### src/rtl/fb_loader_pkg.sv
// Shared constants, address type and FSM state encoding for the framebuffer loader.
package fb_loader_pkg;

    localparam int unsigned FB_BYTES      = 4096;
    localparam int unsigned FB_ADDR_WIDTH = 12;

    typedef logic [FB_ADDR_WIDTH-1:0] fb_addr_t;

    // Byte index of the last framebuffer location; its write completes a frame.
    localparam fb_addr_t FB_LAST_ADDR = fb_addr_t'(FB_BYTES - 1);

    typedef enum logic {
        IDLE = 1'b0,
        LOAD = 1'b1
    } fb_state_t;

endpackage

### src/rtl/fb_loader_timer.sv
// Inter-byte gap counter for the framebuffer loader.
// Counts enabled cycles since the last clear; expired is asserted combinationally
// in the cycle whose clock edge would complete TIMEOUT_CYCLES idle cycles.
// A clear in the same cycle suppresses expiry, so an arriving byte always wins.
module fb_loader_timer #(
    parameter logic [15:0] TIMEOUT_CYCLES = 16'd53200
) (
    input  logic clk_in,
    input  logic reset,
    input  logic clear,
    input  logic enable,
    output logic expired
);

    logic [15:0] cnt_q;
    logic [15:0] cnt_d;

    // Expiry detect and next count: clear dominates, counter stops once expired.
    always_comb begin
        expired = enable && !clear && (cnt_q == (TIMEOUT_CYCLES - 16'd1));
        cnt_d   = cnt_q;
        if (clear) begin
            cnt_d = '0;
        end else if (enable && !expired) begin
            cnt_d = cnt_q + 16'd1;
        end
    end

    // Gap counter register.
    always_ff @(posedge clk_in or posedge reset) begin
        if (reset) begin
            cnt_q <= '0;
        end else begin
            cnt_q <= cnt_d;
        end
    end

endmodule

### src/rtl/fb_loader.sv
// UART-to-framebuffer loader: a SYNC_BYTE in IDLE starts a load of FB_BYTES
// pixel bytes, each written to framebuffer port A one cycle after its strobe.
// Optional inter-byte timeout enabled by macro FB_LOADER_TIMEOUT_EN.
module fb_loader
    import fb_loader_pkg::*;
#(
    parameter logic [7:0]  SYNC_BYTE      = 8'h4C,
    parameter logic [15:0] TIMEOUT_CYCLES = 16'd53200
) (
    input  logic                     clk_in,
    input  logic                     reset,
    input  logic [7:0]               rx_data,
    input  logic                     rx_valid,
    output logic [FB_ADDR_WIDTH-1:0] ram_addr,
    output logic [7:0]               ram_data,
    output logic                     ram_we,
    output logic                     ram_clk_en,
    output logic                     busy,
    output logic                     frame_done,
    output logic                     error
);

    fb_state_t state_q, state_d;
    fb_addr_t  idx_q, idx_d;
    fb_addr_t  ram_addr_q, ram_addr_d;
    logic [7:0] ram_data_q, ram_data_d;
    logic      ram_we_q, ram_we_d;
    logic      frame_done_q, frame_done_d;
    logic      error_q, error_d;
    logic      timer_expired;

`ifdef FB_LOADER_TIMEOUT_EN
    logic timer_clear;
    logic timer_enable;

    assign timer_enable = (state_q == LOAD);
    assign timer_clear  = rx_valid || (state_q != LOAD);

    fb_loader_timer #(
        .TIMEOUT_CYCLES(TIMEOUT_CYCLES)
    ) u_timer (
        .clk_in (clk_in),
        .reset  (reset),
        .clear  (timer_clear),
        .enable (timer_enable),
        .expired(timer_expired)
    );
`else
    logic unused_timeout_cfg;

    assign unused_timeout_cfg = ^TIMEOUT_CYCLES;
    assign timer_expired      = 1'b0;
`endif

    // Next-state and registered-output logic; a byte in LOAD takes priority over expiry.
    always_comb begin
        state_d      = state_q;
        idx_d        = idx_q;
        ram_addr_d   = ram_addr_q;
        ram_data_d   = ram_data_q;
        ram_we_d     = 1'b0;
        frame_done_d = 1'b0;
        error_d      = 1'b0;
        case (state_q)
            IDLE: begin
                if (rx_valid && (rx_data == SYNC_BYTE)) begin
                    state_d = LOAD;
                    idx_d   = '0;
                end
            end
            LOAD: begin
                if (rx_valid) begin
                    ram_we_d   = 1'b1;
                    ram_addr_d = idx_q;
                    ram_data_d = rx_data;
                    // Index wraps to 0 naturally after the last address.
                    idx_d      = idx_q + fb_addr_t'(1);
                    if (idx_q == FB_LAST_ADDR) begin
                        frame_done_d = 1'b1;
                        state_d      = IDLE;
                    end
                end else if (timer_expired) begin
                    error_d = 1'b1;
                    state_d = IDLE;
                    idx_d   = '0;
                end
            end
            default: begin
                state_d = IDLE;
                idx_d   = '0;
            end
        endcase
    end

    // State, index and output registers with asynchronous clear.
    always_ff @(posedge clk_in or posedge reset) begin
        if (reset) begin
            state_q      <= IDLE;
            idx_q        <= '0;
            ram_addr_q   <= '0;
            ram_data_q   <= '0;
            ram_we_q     <= 1'b0;
            frame_done_q <= 1'b0;
            error_q      <= 1'b0;
        end else begin
            state_q      <= state_d;
            idx_q        <= idx_d;
            ram_addr_q   <= ram_addr_d;
            ram_data_q   <= ram_data_d;
            ram_we_q     <= ram_we_d;
            frame_done_q <= frame_done_d;
            error_q      <= error_d;
        end
    end

    assign ram_addr   = ram_addr_q;
    assign ram_data   = ram_data_q;
    assign ram_we     = ram_we_q;
    assign ram_clk_en = ram_we_q;
    // State leaves LOAD on the same edge that registers the final write.
    assign busy       = (state_q == LOAD);
    assign frame_done = frame_done_q;
    assign error      = error_q;

endmodule
### config.mk
export PLATFORM = sky130hd
export DESIGN_NAME = fb_loader
export DESIGN_NICKNAME = d
export VERILOG_FILES = /design/src/rtl/fb_loader_pkg.sv /design/src/rtl/fb_loader_timer.sv /design/src/rtl/fb_loader.sv
export SDC_FILE = /design/constraint.sdc
export NUM_CORES = 1
export LEC_CHECK = 0
export ABC_CLOCK_PERIOD_IN_PS = 1800
export BUFFER_PORTS_ARGS = -buffer_cell sky130_fd_sc_hd__buf_2
export CORE_MARGIN = 1.5
export CORE_UTILIZATION = 35
export CTS_CLUSTER_DIAMETER = 60
export DETAILED_ROUTE_END_ITERATION = 8
export SETUP_SLACK_MARGIN = 0.4
export SLEW_MARGIN = 20
export SYNTH_ARGS = -nofsm -noshare
export SYNTH_HDL_FRONTEND = slang
export SYNTH_SLANG_ARGS = --single-unit
### constraint.sdc
create_clock -name clk_in -period 1.8 [get_ports clk_in]
set_clock_uncertainty 0.15 [all_clocks]
set_input_delay 0.09 -clock clk_in [delete_from_list [all_inputs] [get_ports clk_in]]
set_output_delay 0.09 -clock clk_in [all_outputs]
set_load 0.05 [all_outputs]
# Word level (Yosys, flattened, before mapping)
# Index checks and enable logic that the tools add are counted.
dict set report classes {
  muxes 12
  n_bitwise 1
  n_eq_ne 4
  reduce_logical 3
  add_sub_neg 1
}
# op count
set ops {}
lappend ops {{12-bit two-way mux} 2}
lappend ops {{12-bit one-hot mux with 2 select lines} 1}
lappend ops {{12-bit by 1-bit adder with 12-bit output (second input constant)} 1}
lappend ops {{12-bit equality test (second input constant)} 1}
lappend ops {{8-bit by 7-bit equality test with 1-bit output (second input constant)} 1}
lappend ops {{1-bit two-way mux} 8}
lappend ops {{2-bit != test (second input constant)} 2}
lappend ops {{2-bit AND reduction} 2}
lappend ops {{1-bit one-hot mux with 2 select lines} 1}
lappend ops {{1-bit logical AND} 1}
lappend ops {{1-bit NOT} 1}
dict set report totals {
  out_inout_bits 25
  wordCells 27
  input_bits 11
  ff_bits 35
}

# Longest topological paths before layout
# Gate-level depths: netlist (run 1).
dict set report logic_depth {
  ltp_word 4
  ltp_mapped 5
}

# Least setup slack after synthesis (run 1)
# Ideal clock, no wire load.
dict set report synth_timing {
  path_kind {flip-flop to flip-flop}
  start {reg state_q (netlist: busy)}
  end {reg idx_q[11]}
  t_arrival_ps 1530
  synth_period_minus_slack_ps 1810
  path_stages_with_launch 6
  setup_ps 130
  required_ps 1520
  path_buffers 0
  slack_ps -10
  path_cell_list {dfrtp_1 > nand2_1 > clkinv_1 > nand4_1 > o211ai_1 > o31ai_1}
}
dict set report synth_via {
  elab_chain_cells 3
  elab_cells_between_ends 5
  cone_classes {2 x eq/ne; 1 x mux; 1 x bitwise; 1 x reduce/logical}
}
# item line
set synth_lines {}
lappend synth_lines {{from (decl)} fb_loader.sv:23} ;# fb_state_t state_q, state_d;
lappend synth_lines {{from (signal assigned)} fb_loader.sv:106} ;# state_q <= state_d;
lappend synth_lines {{1-bit NOT} n/a}
lappend synth_lines {{2-bit != test (no line)} n/a}
lappend synth_lines {{2-bit AND reduction (no line)} n/a}
lappend synth_lines {{to (signal assigned)} fb_loader.sv:107} ;# idx_q <= idx_d;
lappend synth_lines {{to (decl)} fb_loader.sv:24} ;# fb_addr_t idx_q, idx_d;
# Parallel ways exist; a longest one is shown, timed or not.
# A chain may end at the register's enable or synchronous reset.

# Final worst setup path (run 1)
dict set report layout_timing {
  start {reg idx_q[0]}
  end {reg idx_q[10]}
}
dict set report layout_via {
  elab_chain_cells 3
}
# item line
set layout_lines {}
lappend layout_lines {{12-bit by 1-bit adder with 12-bit output} fb_loader.sv:77} ;# idx_d = idx_q + fb_addr_t'(1);
lappend layout_lines {{12-bit two-way mux} fb_loader.sv:72} ;# if (rx_valid) begin
lappend layout_lines {{12-bit one-hot mux with 2 select lines} fb_loader.sv:64} ;# case (state_q)
# Every way passes these cells. The select of a mux whose other input is x is not followed.

==> results of run 1 <==
## power by group through the flow
stage                     sequential, mW  clock, mW  combinational [mW]
final                              0.963      0.557               0.677
after global routing               0.977      0.624               0.729
after CTS                          0.963      0.565               0.659
after detailed placement           0.988          0               0.587
after global placement             0.980          0               0.576
after floorplan                     1.28          0               0.149
## worst paths after layout
| path | start | slack (ns) | end |
|---|---|---|---|
| max | idx_q[0]$_DFFE_PP0P_ | 0.24 | idx_q[10]$_DFFE_PP0P_ |
| min | rx_valid | 0.02 | busy$_DFF_PP0_ |
| max reg2reg | idx_q[0]$_DFFE_PP0P_ | 0.24 | idx_q[10]$_DFFE_PP0P_ |
| min reg2reg | ram_addr[4]$_DFFE_PP0P_ | 0.32 | ram_addr[4]$_DFFE_PP0P_ |
| max in group asynchronous | reset | 1.03 | busy$_DFF_PP0_ |
| min in group asynchronous | reset | 0.22 | idx_q[11]$_DFFE_PP0P_ |
## cell type report
class / count / area, um^2
Clock inverter: 2 / 12.5
Multi-Input combinational cell: 112 / 612
Sequential cell: 35 / 880
Clock buffer: 6 / 72.6
Timing Repair Buffer: 59 / 403
Inverter: 3 / 16.3
Fill cell: 388 / 2000
Tap cell: 50 / 62.6
## worst register-to-register path, delay by kind of cell (launching register included)
family / cells / cell delay, ns
AOI/OAI and AO/OA: 1 / 0.26
adders and majority gates: 1 / 0.20
and+or+nand+nor: 3 / 0.47
DFF: 1 / 0.36
## layout by cell type, fill, tap and decap left out, drive strengths merged
master,synthesis,routed
buf,4,50
and3,3,3
nand4b,1,1
ha,1,1
a311o,1,1
clkbuf,4,6
nand3,7,7
nand2,66,66
dlygate4sd3,0,9
a31o,1,1
o31ai,3,3
nor4b,1,1
o41ai,1,1
nand2b,1,1
xnor2,1,1
nor2,3,3
nor3,2,2
a31oi,2,2
a21oi,1,1
inv,2,2
and4,1,1
nand4,5,5
o21ai,4,4
clkinvlp,0,1
clkinv,1,2
conb,1,1
mux2i,1,1
o211ai,4,4
nor4bb,1,1
dfrtp,35,35
## sequential cells by signal (all words and copies together), names as in the netlist
register,cells
ram_data,8
ram_addr,12
frame_done,1
idx_q,12
ram_clk_en,1
busy,1
## cell families after synthesis
family | count (synthesis) | synth area share, %
xor gates and xnor gates | 1 | 0.588
muxes | 1 | 0.672
AOI/OAI and AO/OA | 17 | 7.90
and+or+nand+nor | 91 | 27.1
adders and majority gates | 1 | 0.840
buffers and inverters | 11 | 3.78
DFF | 35 | 58.8
other | 1 | 0.252
## metrics by stage
step	util, %	instance area, um^2	hold WS, ns
finish	50.7	2060	0.0169
global placement	43.3	1760	-0.0270
global route	50.7	2060	0.0374
floorplan	-	1520	0.0454
detailed placement	43.3	1760	-0.0162
CTS	49.3	2000	0.0354
## cell usage after synthesis, drive strengths merged (2+ instances only)
cell | count | area share, %
and3 | 3 | 1.3
nand3 | 7 | 2.4
nor2 | 3 | 0.76
buf | 4 | 2.0
clkbuf | 4 | 1.0
o31ai | 3 | 1.5
nand2 | 66 | 17
nand4 | 5 | 2.5
nor3 | 2 | 0.67
inv | 2 | 0.50
dfrtp | 35 | 59
a31oi | 2 | 0.84
o211ai | 4 | 2.0
o21ai | 4 | 1.3
## repair_timing
item                                   4_1_cts  5_1_grt
setup endpoints to repair                   12       11
endpoints found under the hold margin       43        0
hold buffers                                 9        0
gates resized for setup                      7       11
buffers inserted                             6        2
pin swaps                                    4        4
gates cloned                                 0        1
## metal layers
metal | wire length, um | track usage [%] | vias to the layer above
met4 | 48 | 6.00 | 0
li1 | - | - | 645
met1 | 1640 | 21.9 | 625
met2 | 1680 | 28.3 | 38
met3 | 201 | 6.09 | 5
met5 | 0 | 0 | -
==> flow_summary.yaml, run 1 <==
floorplanning:
  die_h_um: 68.2
  io_pins: 36
  die_x_um: 68.2
  rows: 23
  dieArea_um2: 4650
  start_util_pct: 36.7
  coreArea_um2: 4060
detailed_routing:
  routed_wl_um: 3560
  drtIter0Drc: 49
  drtPass1Iterations: 4
  avgViaCountPerCell: 4.92
  vias: 1313
  ant_nets: 0
  wl_per_cell_um: 13.3
  drc: 0
yosys:
  avgSynthCellArea_um2: 9.42
  syn-cell-area_um2: 1490
  seq_area_frac_synth_pct: 58.8
  ys_seq_elements: 35
  synth_ff_type: "dfrtp_1"
  synth_edf_count: 0
  syn-instance-count: 158
  async_reset_ff_share_pct: 100
  ys_types: 32
  synthesis.nets: 170
  synth_warnings: 0
clock_network:
  htree_levels: 2
  insertion_delay_ns: 0.29
  cts_tree: "done"
  max-clock-path-buffers: 2
  path_clk_slew_ns: 0.07
  numCtsBuffers: 5
  cts_num_sinks: 35
  root_buffer: "clkbuf_8"
placement:
  hpwl_um: 2260
  gp_congestion: 0.795
  placed_cells: 241
  io_buffers: 34
  place_ws_ns: 0.155
critical_path:
  worst_setup_path_start_kind: "flop"
  crit_family: "simple AND/OR/NAND/NOR gates"
  crit_path_max_fanout: 4
  cp.arrival_ns: 1.59
  required_ns: 1.83
  crit_cells: 5
  cp_num_buf_inv: 0
  max_stage_delay_ns: 0.36
  critPathKind: "flop to flop"
  path_cells: "ha_2 > and3_4 > nand4_4 > and3_4 > a311o_1"
  rr_worst_depth: 5
  slowest_stage: "dfrtp_1"
  path_common_cell: "and3_4"
  cp-end-kind: "flop"
pwr:
  power.leakage_nw: 1.10
  power_frac_clock_pct: 25.4
  p_seq_share_pct: 43.8
  power_frac_comb_pct: 30.8
  p_per_area_nw_per_um2: 1070
  intPower_mw: 1.36
  vdd_drop_max_v: 0.000642
  p_sw_mw: 0.833
  finalPower_mw: 2.20
  switching_share_pct: 37.9
global_routing:
  overflow: 0
  grt_pass1_wl_um: 5920
  grt_max_degree: 30
  grt_pass1_vias: 1281
  grt_usage_pct: 17.5
  antenna_found_initial: 0
sta:
  hold_violations: 0
  max_clock_freq_mhz: 642
  setup-tns-final_ns: 0
  finalMaxSlewViolations: 0
  rsz0062_at_grt: "true"
  period_share_pct: 86.5
  period_needed_ns: 1.56
  setup-violations-final: 0
  timing.final.ws_setup_ns: 0.243
layout:
  nNetsFinal: 228
  drive_gt1_share_pct: 33.2
  antennaDiodeCount: 0
  synthToLayoutAreaGrowth_pct: 38.2
  finalNonFillerCells: 267
job:
  cap_violations: 0
min_path:
  hold_path_class: "primary input to flop"
  whs_path_depth: 4
outcome:
  status: "complete, no violations"
Note: power is estimated with default switching activity, not from simulation.
==> run 2, diff against run 1 <==
RECOVER_POWER = 25   (was unset)
==> flow_summary.yaml, run 2 (synthesized netlist as in run 1, its figures left out) <==
outcome:
  status: "complete, no violations"
detailed_routing:
  ant_nets: 0
  drtIter0Drc: 49
  drtPass1Iterations: 4
  vias: 1312
  wl_per_cell_um: 13.3
  avgViaCountPerCell: 4.91
  drc: 0
  routed_wl_um: 3560
placement:
  io_buffers: 34
  placed_cells: 241
  hpwl_um: 2260
  gp_congestion: 0.795
min_path:
  hold_path_class: "primary input to flop"
  min_from: "rx_valid"
  min_to: "busy$_DFF_PP0_"
  whs_path_depth: 4
floorplanning:
  coreArea_um2: 4060
  die_h_um: 68.2
  start_util_pct: 36.7
  dieArea_um2: 4650
  rows: 23
  io_pins: 36
  die_x_um: 68.2
global_routing:
  antenna_found_initial: 0
  overflow: 0
  grt_pass1_wl_um: 5920
  grt_usage_pct: 17.5
  grt_max_degree: 30
  grt_pass1_vias: 1281
clock_network:
  numCtsBuffers: 5
  root_buffer: "clkbuf_8"
  cts_tree: "done"
  htree_levels: 2
  insertion_delay_ns: 0.29
  path_clk_slew_ns: 0.07
  cts_num_sinks: 35
  max-clock-path-buffers: 2
sta:
  period_needed_ns: 1.56
  hold_violations: 0
  setup-violations-final: 0
  max_slew_margin_pct: 48.4
  setup-tns-final_ns: 0
  period_share_pct: 86.5
  worst_pin_slew_ns: 0.774
  finalMaxSlewViolations: 0
  max_clock_freq_mhz: 642
  rsz0062_at_grt: "true"
layout:
  synthToLayoutAreaGrowth_pct: 37.8
  nNetsFinal: 228
  drive_gt1_share_pct: 32.7
  antennaDiodeCount: 0
  fillCellCount: 390
  final_common_cell: "nand2_1"
  finalNonFillerCells: 267
  mostFrequentLayoutCells: "64 x nand2_1, 34 x buf_2, 32 x dfrtp_1"
  post-route-util_pct: 50.6
pwr:
  vdd_drop_max_v: 0.000642
  finalPower_mw: 2.20
  power.leakage_nw: 1.10
  p_per_area_nw_per_um2: 1070
critical_path:
  r2r_slack_ns: 0.24
  rr_startpoint: "idx_q[0]$_DFFE_PP0P_"
  critPathKind: "flop to flop"
  worst_setup_path_start_kind: "flop"
  cp.arrival_ns: 1.59
  cp-end-kind: "flop"
  rr_worst_depth: 5
  r2r-end: "idx_q[10]$_DFFE_PP0P_"
  required_ns: 1.83
  crit_path_max_fanout: 4
job:
  cap_violations: 0
-- run 2: how the worst max path moves through the flow --
stage | from | to | slack [ns]
2_1_floorplan | idx_q[0]$_DFFE_PP0P_ | idx_q[10]$_DFFE_PP0P_ | 0.22
3_3_place_gp | idx_q[0]$_DFFE_PP0P_ | idx_q[10]$_DFFE_PP0P_ | 0.18
3_5_place_dp | idx_q[0]$_DFFE_PP0P_ | idx_q[10]$_DFFE_PP0P_ | 0.15
4_1_cts | idx_q[0]$_DFFE_PP0P_ | idx_q[10]$_DFFE_PP0P_ | 0.28
5_1_grt | idx_q[0]$_DFFE_PP0P_ | idx_q[10]$_DFFE_PP0P_ | 0.19
6_report | idx_q[0]$_DFFE_PP0P_ | idx_q[10]$_DFFE_PP0P_ | 0.24
-- run 2: routing by layer --
layer  global-route usage [%]  up-vias  wire length (um)
met3                     6.09        5               201
met5                        0        -                 0
met4                     6.00        0                48
met2                     28.3       38              1680
li1                         -      645                 -
met1                     21.9      624              1630
-- run 2: layout make-up --
class                      instances  area, um^2  share of cell area [%]
tap                               50        62.6                    3.05
sequential                        35         880                    42.9
inverter                           3        16.3                   0.793
multi-input combinational        112         612                    29.8
clock buffer                       6        72.6                    3.54
timing repair buffer              59         397                    19.3
clock inverter                     2        12.5                   0.610
-- run 2: per-stage QoR --
| stage | area (um^2) | setup slack (ns) | hold WS (ns) |
|---|---|---|---|
| finish | 2050 | 0.243 | 0.0169 |
| global route | 2050 | 0.194 | 0.0374 |
| CTS | 2000 | 0.280 | 0.0354 |
| detailed placement | 1760 | 0.155 | -0.0162 |
| global placement | 1760 | 0.179 | -0.0270 |
| floorplan | 1520 | 0.219 | 0.0454 |
-- run 2: where the power goes --
part           leakage (nW)  internal, mW  switching [mW]  total (mW)
logic                 0.587         0.197           0.478       0.675
registers             0.470         0.895          0.0678       0.963
clock network        0.0412         0.270           0.287       0.557
-- run 2: timing repair --
action                                 in CTS  in global routing
pin swaps                                   4                  4
hold buffers                                9                  0
endpoints found under the hold margin      43                  0
resized for setup                           7                 11
setup endpoints to repair                  12                 11
cloned                                      0                  1
setup buffers                               6                  2
-- run 2: worst max-delay path, stage by stage, from the launching register on --
cell and delay, ns:
dfrtp_1 0.36, ha_2 0.20, and3_4 0.21, nand4_4 0.09, and3_4 0.17, a311o_1 0.26
==> run 3, diff against run 2 <==
REMOVE_ABC_BUFFERS = 1   (was unset)
==> flow_summary.yaml, run 3 (synthesized netlist as in run 1, its figures left out) <==
layout:
  fin_area_um2: 2140
  synthToLayoutAreaGrowth_pct: 43.9
  mostFrequentLayoutCells: "64 x nand2_1, 34 x buf_2, 30 x dfrtp_1"
  antennaDiodeCount: 0
  nNetsFinal: 235
  fillCellCount: 370
  drive_gt1_share_pct: 37.5
  final_common_cell: "nand2_1"
  post-route-util_pct: 52.8
global_routing:
  grt_usage_pct: 16.2
  grt_max_degree: 36
  antenna_found_initial: 0
  grt_pass1_vias: 1199
  grt_pass1_wl_um: 5380
  overflow: 0
sta:
  max_slew_margin_pct: 43.8
  setup-violations-final: 0
  worst_pin_slew_ns: 0.843
  rsz0062_at_grt: "true"
  setup-tns-final_ns: 0
  period_needed_ns: 1.56
  hold_violations: 0
  period_share_pct: 86.8
  holdWs_ns: 0.131
  finalMaxSlewViolations: 0
  max_clock_freq_mhz: 640
floorplanning:
  io_pins: 36
  coreArea_um2: 4060
  dieArea_um2: 4650
  start_util_pct: 36.7
  die_x_um: 68.2
  die_h_um: 68.2
  rows: 23
critical_path:
  r2r-end: "idx_q[10]$_DFFE_PP0P_"
  critPathKind: "flop to flop"
  rr_startpoint: "idx_q[1]$_DFFE_PP0P_"
  cp.arrival_ns: 1.58
  crit_start: "idx_q[1]$_DFFE_PP0P_"
  worst_setup_path_start_kind: "flop"
  cp-end-kind: "flop"
  rr_worst_depth: 6
  required_ns: 1.82
  crit_path_max_fanout: 2
  r2r_slack_ns: 0.24
min_path:
  hold_path_class: "primary input to flop"
  min_from: "rx_data[1]"
  min_to: "busy$_DFF_PP0_"
  whs_path_depth: 4
clock_network:
  root_buffer: "clkbuf_8"
  path_clk_slew_ns: 0.07
  insertion_delay_ns: 0.29
  htree_levels: 2
  numCtsBuffers: 5
  cts_num_sinks: 35
  max-clock-path-buffers: 2
  cts_tree: "done"
outcome:
  status: "complete, no violations"
placement:
  placed_cell_area_um2: 1740
  io_buffers: 34
  hpwl_um: 2100
  gp_congestion: 0.743
pwr:
  power_frac_comb_pct: 30.8
  power.leakage_nw: 1.14
  switching_share_pct: 36.1
  p_sw_mw: 0.822
  vdd_drop_max_v: 0.000643
  power_frac_clock_pct: 27.2
  p_per_area_nw_per_um2: 1060
  p_seq_share_pct: 42.0
  intPower_mw: 1.46
detailed_routing:
  ant_nets: 0
  routed_wl_um: 3460
  drtIter0Drc: 73
  wl_per_cell_um: 12.6
  drc: 0
  drtPass1Iterations: 4
  vias: 1333
  avgViaCountPerCell: 4.86
job:
  cap_violations: 0
run 3: worst max-delay path by stage:
stage	to	cells after the start	slack (ns)
after floorplan	idx_q[11]$_DFFE_PP0P_	5	-0.84
after global placement	idx_q[10]$_DFFE_PP0P_	5	0.16
after detailed placement	idx_q[10]$_DFFE_PP0P_	5	0.14
after CTS	idx_q[10]$_DFFE_PP0P_	6	0.23
after global routing	idx_q[10]$_DFFE_PP0P_	6	0.18
final	idx_q[10]$_DFFE_PP0P_	6	0.24
run 3: per-stage QoR:
| stage | cells | power [mW] | setup WS, ns |
|---|---|---|---|
| CTS | 267 | 2.26 | 0.228 |
| global placement | 243 | 1.59 | 0.160 |
| finish | 274 | 2.28 | 0.238 |
| floorplan | 150 | 1.41 | -0.843 |
| detailed placement | 243 | 1.60 | 0.138 |
| global route | 274 | 2.40 | 0.179 |
run 3: area by class of cell:
| class | count | area (um^2) | share of cell area (%) |
|---|---|---|---|
| Sequential cell | 35 | 882 | 41.2 |
| Multi-Input combinational cell | 112 | 636 | 29.7 |
| Timing Repair Buffer | 66 | 452 | 21.1 |
| Clock buffer | 8 | 100 | 4.67 |
| Tap cell | 50 | 62.6 | 2.92 |
| Inverter | 3 | 11.3 | 0.525 |
run 3: what timing repair did:
action                                  CTS  global route
pin swaps                                 8             4
gates cloned                              0             0
endpoints found under the setup margin   12            13
resized for setup                        14            18
hold buffers                             10             0
endpoints found under the hold margin    44             0
setup buffers                             6             7
run 3: routing by layer:
metal | global-route usage (%) | vias to the layer above | share of wire, %
met5 | 0 | - | 0
li1 | - | 661 | -
met3 | 5.59 | 6 | 5.8
met1 | 19.6 | 623 | 47
met4 | 8.25 | 0 | 2.0
met2 | 25.4 | 43 | 45
run 3: critical path: stages (launching register included):
cell and delay [ns]:
dfrtp_1 0.40, ha_2 0.20, and3_4 0.19, nand4_4 0.06
buf_6 0.10, nor3_2 0.03, a311o_1 0.31
run 3: power groups by stage:
stage	combinational [mW]	sequential, mW	clock, mW
final	0.702	0.957	0.621
after global routing	0.762	0.968	0.670
after CTS	0.660	0.955	0.644
after detailed placement	0.626	0.969	0
after global placement	0.622	0.966	0
after floorplan	0.133	1.28	0
